--- src/rtl/i2s_dac_tx_if.sv ---
// ----------------------------------------------------------------------------
// i2s_dac_tx_if
// Sample hand-off between the upstream sample generator and the I2S DAC
// transmitter. A word moves on any clk_fast edge where data_valid and
// data_ready are both high.
//   data        WIDTH  sample word, MSB first on the wire
//   data_valid  1      data holds a sample this cycle
//   data_ready  1      transmitter holding register is empty
// master: sample generator side, slave: transmitter side.
// ----------------------------------------------------------------------------
interface i2s_dac_tx_if #(
   parameter int WIDTH = 24
);
   logic [WIDTH-1:0] data;
   logic             data_valid;
   logic             data_ready;

   modport master (
      output data,
      output data_valid,
      input  data_ready
   );

   modport slave (
      input  data,
      input  data_valid,
      output data_ready
   );
endinterface

--- src/rtl/i2s_dac_tx.sv ---
// ----------------------------------------------------------------------------
// i2s_dac_tx
// Serialises WIDTH-bit samples into an I2S stream. Each accepted sample is
// played on both the left and right slot of one frame. BCLK and LRCK are
// derived from clk_fast. A one-word holding register decouples the upstream
// handshake from the frame timing. When no new word has arrived by the start
// of a frame, the previous frame is repeated and underrun pulses.
// Ports:
//   clk_fast     in   only clock, all logic on its rising edge
//   rst_n        in   asynchronous active-low reset
//   up           slave sample handshake (data, data_valid, data_ready)
//   bclk         out  I2S bit clock, half-period BCLK_DIV clk_fast cycles
//   lrck         out  word select, 0 = left slot, 1 = right slot
//   dacdat       out  serial data, updated on BCLK falling edges only
//   frame_start  out  one-cycle pulse when a new frame is loaded
//   underrun     out  one-cycle pulse when a frame loads without a new word
// ----------------------------------------------------------------------------
module i2s_dac_tx #(
   parameter int WIDTH    = 24,
   parameter int SLOT     = 32,
   parameter int BCLK_DIV = 4
) (
   input  logic        clk_fast,
   input  logic        rst_n,
   i2s_dac_tx_if.slave up,
   output logic        bclk,
   output logic        lrck,
   output logic        dacdat,
   output logic        frame_start,
   output logic        underrun
);

   localparam int DIV_W = (BCLK_DIV > 1) ? $clog2(BCLK_DIV) : 1;
   localparam int CNT_W = $clog2(2 * SLOT);
   localparam int IDX_W = (WIDTH > 1) ? $clog2(WIDTH) : 1;

   logic [DIV_W-1:0] div_cnt_q, div_cnt_d;
   logic [CNT_W-1:0] bit_cnt_q, bit_cnt_d;
   logic             bclk_q, bclk_d;
   logic             lrck_q, lrck_d;
   logic             dacdat_q, dacdat_d;
   logic [WIDTH-1:0] frame_q, frame_d;
   logic [WIDTH-1:0] hold_q, hold_d;
   logic             hold_full_q, hold_full_d;
   logic             frame_start_q, frame_start_d;
   logic             underrun_q, underrun_d;

   logic             div_tick;
   logic             fall_evt;
   logic             load_evt;
   logic             xfer;
   logic [CNT_W-1:0] pos;
   logic [IDX_W-1:0] idx;

   always_comb begin
      div_tick  = (div_cnt_q == DIV_W'(BCLK_DIV - 1));
      div_cnt_d = div_tick ? '0 : div_cnt_q + 1'b1;
      bclk_d    = bclk_q ^ div_tick;
      // A toggle while bclk is high is a BCLK falling edge.
      fall_evt  = div_tick & bclk_q;

      bit_cnt_d = bit_cnt_q;
      if (fall_evt) begin
         bit_cnt_d = (bit_cnt_q == CNT_W'(2 * SLOT - 1)) ? '0 : bit_cnt_q + 1'b1;
      end
      load_evt = fall_evt && (bit_cnt_d == '0);

      // Position inside the current slot; position 0 is the I2S delay bit,
      // positions 1..WIDTH carry the word MSB first, the rest pad with zero.
      pos = (bit_cnt_d >= CNT_W'(SLOT)) ? bit_cnt_d - CNT_W'(SLOT) : bit_cnt_d;
      idx = IDX_W'(CNT_W'(WIDTH) - pos);

      lrck_d   = lrck_q;
      dacdat_d = dacdat_q;
      if (fall_evt) begin
         lrck_d   = (bit_cnt_d >= CNT_W'(SLOT));
         dacdat_d = 1'b0;
         if ((pos != '0) && (pos <= CNT_W'(WIDTH))) begin
            dacdat_d = frame_q[idx];
         end
      end

      // Transfer and frame load can coincide only while holding is empty:
      // the load then repeats the old frame and the new word stays held.
      xfer          = up.data_valid & ~hold_full_q;
      frame_d       = (load_evt && hold_full_q) ? hold_q : frame_q;
      hold_d        = xfer ? up.data : hold_q;
      hold_full_d   = xfer ? 1'b1 : (load_evt ? 1'b0 : hold_full_q);
      frame_start_d = load_evt;
      underrun_d    = load_evt & ~hold_full_q;
   end

   always_ff @(posedge clk_fast or negedge rst_n) begin
      if (!rst_n) begin
         div_cnt_q     <= '0;
         bit_cnt_q     <= '0;
         bclk_q        <= 1'b0;
         lrck_q        <= 1'b0;
         dacdat_q      <= 1'b0;
         frame_q       <= '0;
         hold_q        <= '0;
         hold_full_q   <= 1'b0;
         frame_start_q <= 1'b0;
         underrun_q    <= 1'b0;
      end else begin
         div_cnt_q     <= div_cnt_d;
         bit_cnt_q     <= bit_cnt_d;
         bclk_q        <= bclk_d;
         lrck_q        <= lrck_d;
         dacdat_q      <= dacdat_d;
         frame_q       <= frame_d;
         hold_q        <= hold_d;
         hold_full_q   <= hold_full_d;
         frame_start_q <= frame_start_d;
         underrun_q    <= underrun_d;
      end
   end

   assign up.data_ready = ~hold_full_q;
   assign bclk          = bclk_q;
   assign lrck          = lrck_q;
   assign dacdat        = dacdat_q;
   assign frame_start   = frame_start_q;
   assign underrun      = underrun_q;

endmodule
--- src/flat_wrapper.sv ---
// flat-port wrapper written by rule: the top's interface ports become plain ports
module i2s_dac_tx_flat 
#(
   parameter int WIDTH    = 24,
   parameter int SLOT     = 32,
   parameter int BCLK_DIV = 4
)
  (clk_fast, rst_n, bclk, lrck, dacdat, frame_start, underrun, up_data, up_data_valid, up_data_ready);
  i2s_dac_tx_if #(.WIDTH(WIDTH)) up_i ();
  input  logic clk_fast;
  input  logic rst_n;
  output logic bclk;
  output logic lrck;
  output logic dacdat;
  output logic frame_start;
  output logic underrun;
  input wire logic [$bits(up_i.data)-1:0] up_data;
  input wire logic [$bits(up_i.data_valid)-1:0] up_data_valid;
  output wire logic [$bits(up_i.data_ready)-1:0] up_data_ready;
  assign up_i.data = up_data;
  assign up_i.data_valid = up_data_valid;
  assign up_data_ready = up_i.data_ready;
  i2s_dac_tx #(.WIDTH(WIDTH), .SLOT(SLOT), .BCLK_DIV(BCLK_DIV)) u_core (.clk_fast(clk_fast), .rst_n(rst_n), .up(up_i), .bclk(bclk), .lrck(lrck), .dacdat(dacdat), .frame_start(frame_start), .underrun(underrun));
endmodule
--- config.mk ---
export PLATFORM = sky130hd
export DESIGN_NAME = i2s_dac_tx_flat
export DESIGN_NICKNAME = d
export VERILOG_FILES = /design/src/rtl/i2s_dac_tx_if.sv /design/src/rtl/i2s_dac_tx.sv /design/src/flat_wrapper.sv
export SDC_FILE = /design/constraint.sdc
export NUM_CORES = 1
export LEC_CHECK = 0
export CORE_ASPECT_RATIO = 0.8
export CORE_MARGIN = 10
export CORE_UTILIZATION = 37
export DETAILED_ROUTE_END_ITERATION = 10
export PLACE_DENSITY = 0.53
export SLEW_MARGIN = 30
export SYNTH_ARGS = -nofsm -noshare
export SYNTH_HDL_FRONTEND = slang
export SYNTH_SLANG_ARGS = --single-unit
--- constraint.sdc ---
create_clock -name clk_fast -period 4.2 [get_ports clk_fast]
set_input_delay 1.05 -clock clk_fast [delete_from_list [all_inputs] [get_ports clk_fast]]
set_output_delay 1.05 -clock clk_fast [all_outputs]
set_load 0.01 [all_outputs]
==> metrics <==
outcome completed; Final setup viols 0; Distinct cells, synth 44; reg2reg setup slack 0.75 ns; worst r2r src u_core.div_cnt_q[0]$_DFF_PN0_; Setup TNS Final 0 ns; Setup crit end u_core.dacdat$_DFFE_PN0N_; Final Skew between 0.009 and 0.01 ns; DRC viols 0; number of global-route vias before repair 1688; Clock Latency Late Sink between 0.3 and 0.4 ns; Seq/Total Area, Yosys 0.551; overall power between 0.001 and 0.0015 W; worst slew pin tran just under 0.7 ns; # rows 28; crit path launch type flop; Num CTS Buffers 9; critical path fanouts, max 12; IO Count 33; initial antenna violation count 0; synth warn 0; Pins Over Slew Limit 0; syn_area_per_cell 14.3 um2; GPL Wtd Cong just over 0.8; GRT Total Usage 0.0942; Fmax achieved between 0.2 and 0.3 GHz; clock buffer depth 2; Final Hold Fails 0; Std-Cell Core Area ~7400 um2; DRT iter0 DRCs 35; PwrDens 365 nW/um2; wire length of the first global-routing pass approximately 8900 um; clock root buffer clkbuf_8; r2r worst-path depth 9; largest net degree at the start of global routing 34; asr flop ratio synth 1.00; Setup Crit Path Kind flop to flop; layout cell share with drive strength beyond 1 0.336; Slew Limit Headroom 0.549; Avg WL per Cell 15.0 um; Mapped Cells around 200; initial core utilization 0.381; ys flop type dfrtp_1; Area Growth Syn to Fin 21.4%; maximum VDD drop between 0.15 and 0.2 mV; CTS Sinks 62; Core Util, Final 0.463; Leak Pwr between 1.5 and 2 nW; Detail Placement HPWL roughly 3600 um; post-synth net total roughly 230; hold_buf cts 0; die width between 100 and 150 um; CTS tree built; Setup Buffers After CTS 0; DR vias roughly 1600; Final #Nets approximately 260; CP Data Required Time 4.45 ns; Critical Path Start u_core.div_cnt_q[0]$_DFF_PN0_; # diodes 0; Hold Path Class flop to flop; Critical Path Sink Type flop; vias per cell approximately 4.8; flop and latch count out of synthesis 62; fin crit period between 3 and 4 ns; Filler Cell Count about 700; die area around 12000 um2; worst r2r dst u_core.dacdat$_DFFE_PN0N_; I/O Buffers 32; WL final just over 5000 um; Antenna Nets Post-Route 0; Max Cap Violations 0; Post-synth EDFFs 0; Post-Syn Area approximately 2800 um2; CP arrival roughly 3.7 ns; clock transition at the registers of the reported paths 0.07 ns; TritonRoute pass-1 iters 4; Die H 98.1 um; grt total ovfl 0; CTS resizes 0; H-tree Lvls 3; Tcrit/Tclk final 0.821; RSZ-0062 raised after global routing false
worst max-delay path, stage by stage, from the launching register on:
cell and delay (ns):
dfrtp_1 0.35, ha_1 0.17, ha_1 0.48, inv_1 0.22
o31ai_4 0.53, ha_1 0.33, xor2_1 0.46, o211ai_1 0.17
a311o_1 0.39, a221oi_2 0.25
placed cells by master (no fill, tap or decap), drive strengths merged, types with 2 or more instances in the layout:
master	n
nor3	3
o211ai	3
inv	7
clkinv	2
o21a	2
ha	4
a21oi	5
xor2	6
nor2b	2
mux2	51
o31ai	2
dfrtp	62
o21ai	2
mux4	3
buf	3
nand2	8
mux2i	8
nand3	3
nor2	3
clkdlybuf4s50	31
nand4	2
clkbuf	11
state kept, by name, summed over array words and instances, names as in the netlist:
| name | count |
|---|---|
| u_core.frame_start | 1 |
| u_core.bclk | 1 |
| u_core.hold_full_q | 1 |
| u_core.bit_cnt_q | 6 |
| u_core.dacdat | 1 |
| u_core.div_cnt_q | 2 |
| u_core.lrck | 1 |
| u_core.hold_q | 24 |
| u_core.frame_q | 24 |
| u_core.underrun | 1 |
power breakdown:
part,switching [W],internal (W),leakage (nW)
Combinational,0.0000205,0.0000426,0.657
Sequential,0.0000158,0.000627,0.800
Clock,0.000237,0.000306,0.106
Total,0.000273,0.000976,1.56
cell type report:
type	count	area [um2]	area share
Tap cell	105	131	0.0384
Multi-Input combinational cell	120	1180	0.344
Clock buffer	11	151	0.0442
Sequential cell	62	1550	0.453
Clock inverter	5	56.3	0.0165
Inverter	6	22.5	0.00658
Timing Repair Buffer	34	330	0.0965
cell usage after synthesis, types with 3 or more instances:
cell / n / area share
nand2_1: 7 / 0.0093
nor3_1: 3 / 0.0053
clkbuf_1: 3 / 0.0040
o211ai_1: 3 / 0.0080
mux2i_1: 8 / 0.028
dfrtp_1: 62 / 0.55
ha_1: 4 / 0.018
xor2_1: 5 / 0.016
nor2_1: 3 / 0.0040
a21oi_1: 5 / 0.0089
inv_1: 6 / 0.0080
mux2_2: 50 / 0.20
per-layer routing:
| metal | global-route usage | vias to the layer above | wire length [um] |
|---|---|---|---|
| met5 | 0 | - | 0 |
| met4 | 0.0455 | 0 | 91 |
| met3 | 0.0357 | 11 | 212 |
| met2 | 0.130 | 28 | 2180 |
| met1 | 0.127 | 822 | 2670 |
| li1 | - | 777 | - |
stage by stage:
| step | worst slack (ns) | area, um2 | instances | hold slack [ns] |
|---|---|---|---|---|
| floorplan | 1.36 | 2820 | 197 | 0.403 |
| finish | 0.753 | 3420 | 343 | 0.430 |
| detailed placement | 0.753 | 3210 | 327 | 0.422 |
| CTS | 0.737 | 3420 | 343 | 0.432 |
| global placement | 0.768 | 3210 | 327 | 0.413 |
| global route | 0.481 | 3420 | 343 | 0.442 |
worst min path at each step:
stage | slack, ns | to | startpoint | cells past startpoint
2_1_floorplan | 0.40 | u_core.div_cnt_q[0]$_DFF_PN0_ | u_core.div_cnt_q[0]$_DFF_PN0_ | 1
3_3_place_gp | 0.41 | u_core.div_cnt_q[0]$_DFF_PN0_ | u_core.div_cnt_q[0]$_DFF_PN0_ | 1
3_5_place_dp | 0.42 | u_core.div_cnt_q[0]$_DFF_PN0_ | u_core.div_cnt_q[0]$_DFF_PN0_ | 1
4_1_cts | 0.43 | u_core.div_cnt_q[0]$_DFF_PN0_ | u_core.div_cnt_q[0]$_DFF_PN0_ | 1
5_1_grt | 0.44 | u_core.div_cnt_q[0]$_DFF_PN0_ | u_core.div_cnt_q[0]$_DFF_PN0_ | 1
6_report | 0.43 | u_core.div_cnt_q[0]$_DFF_PN0_ | u_core.div_cnt_q[0]$_DFF_PN0_ | 1
logic make-up (layout without fill, tap and decap cells):
group / Yosys count / count (layout) / share of synthesized area
flip-flops: 62 / 62 / 0.551
buffers and inverters: 15 / 56 / 0.0320
AND/OR/NAND/NOR: 27 / 27 / 0.0586
multiplexers: 62 / 62 / 0.260
XOR/XNOR: 7 / 7 / 0.0244
AO/OA/AOI/OAI: 20 / 20 / 0.0564
adder cells (fa/ha/maj): 4 / 4 / 0.0178
No activity file was read; power rests on OpenSTA's default activity.
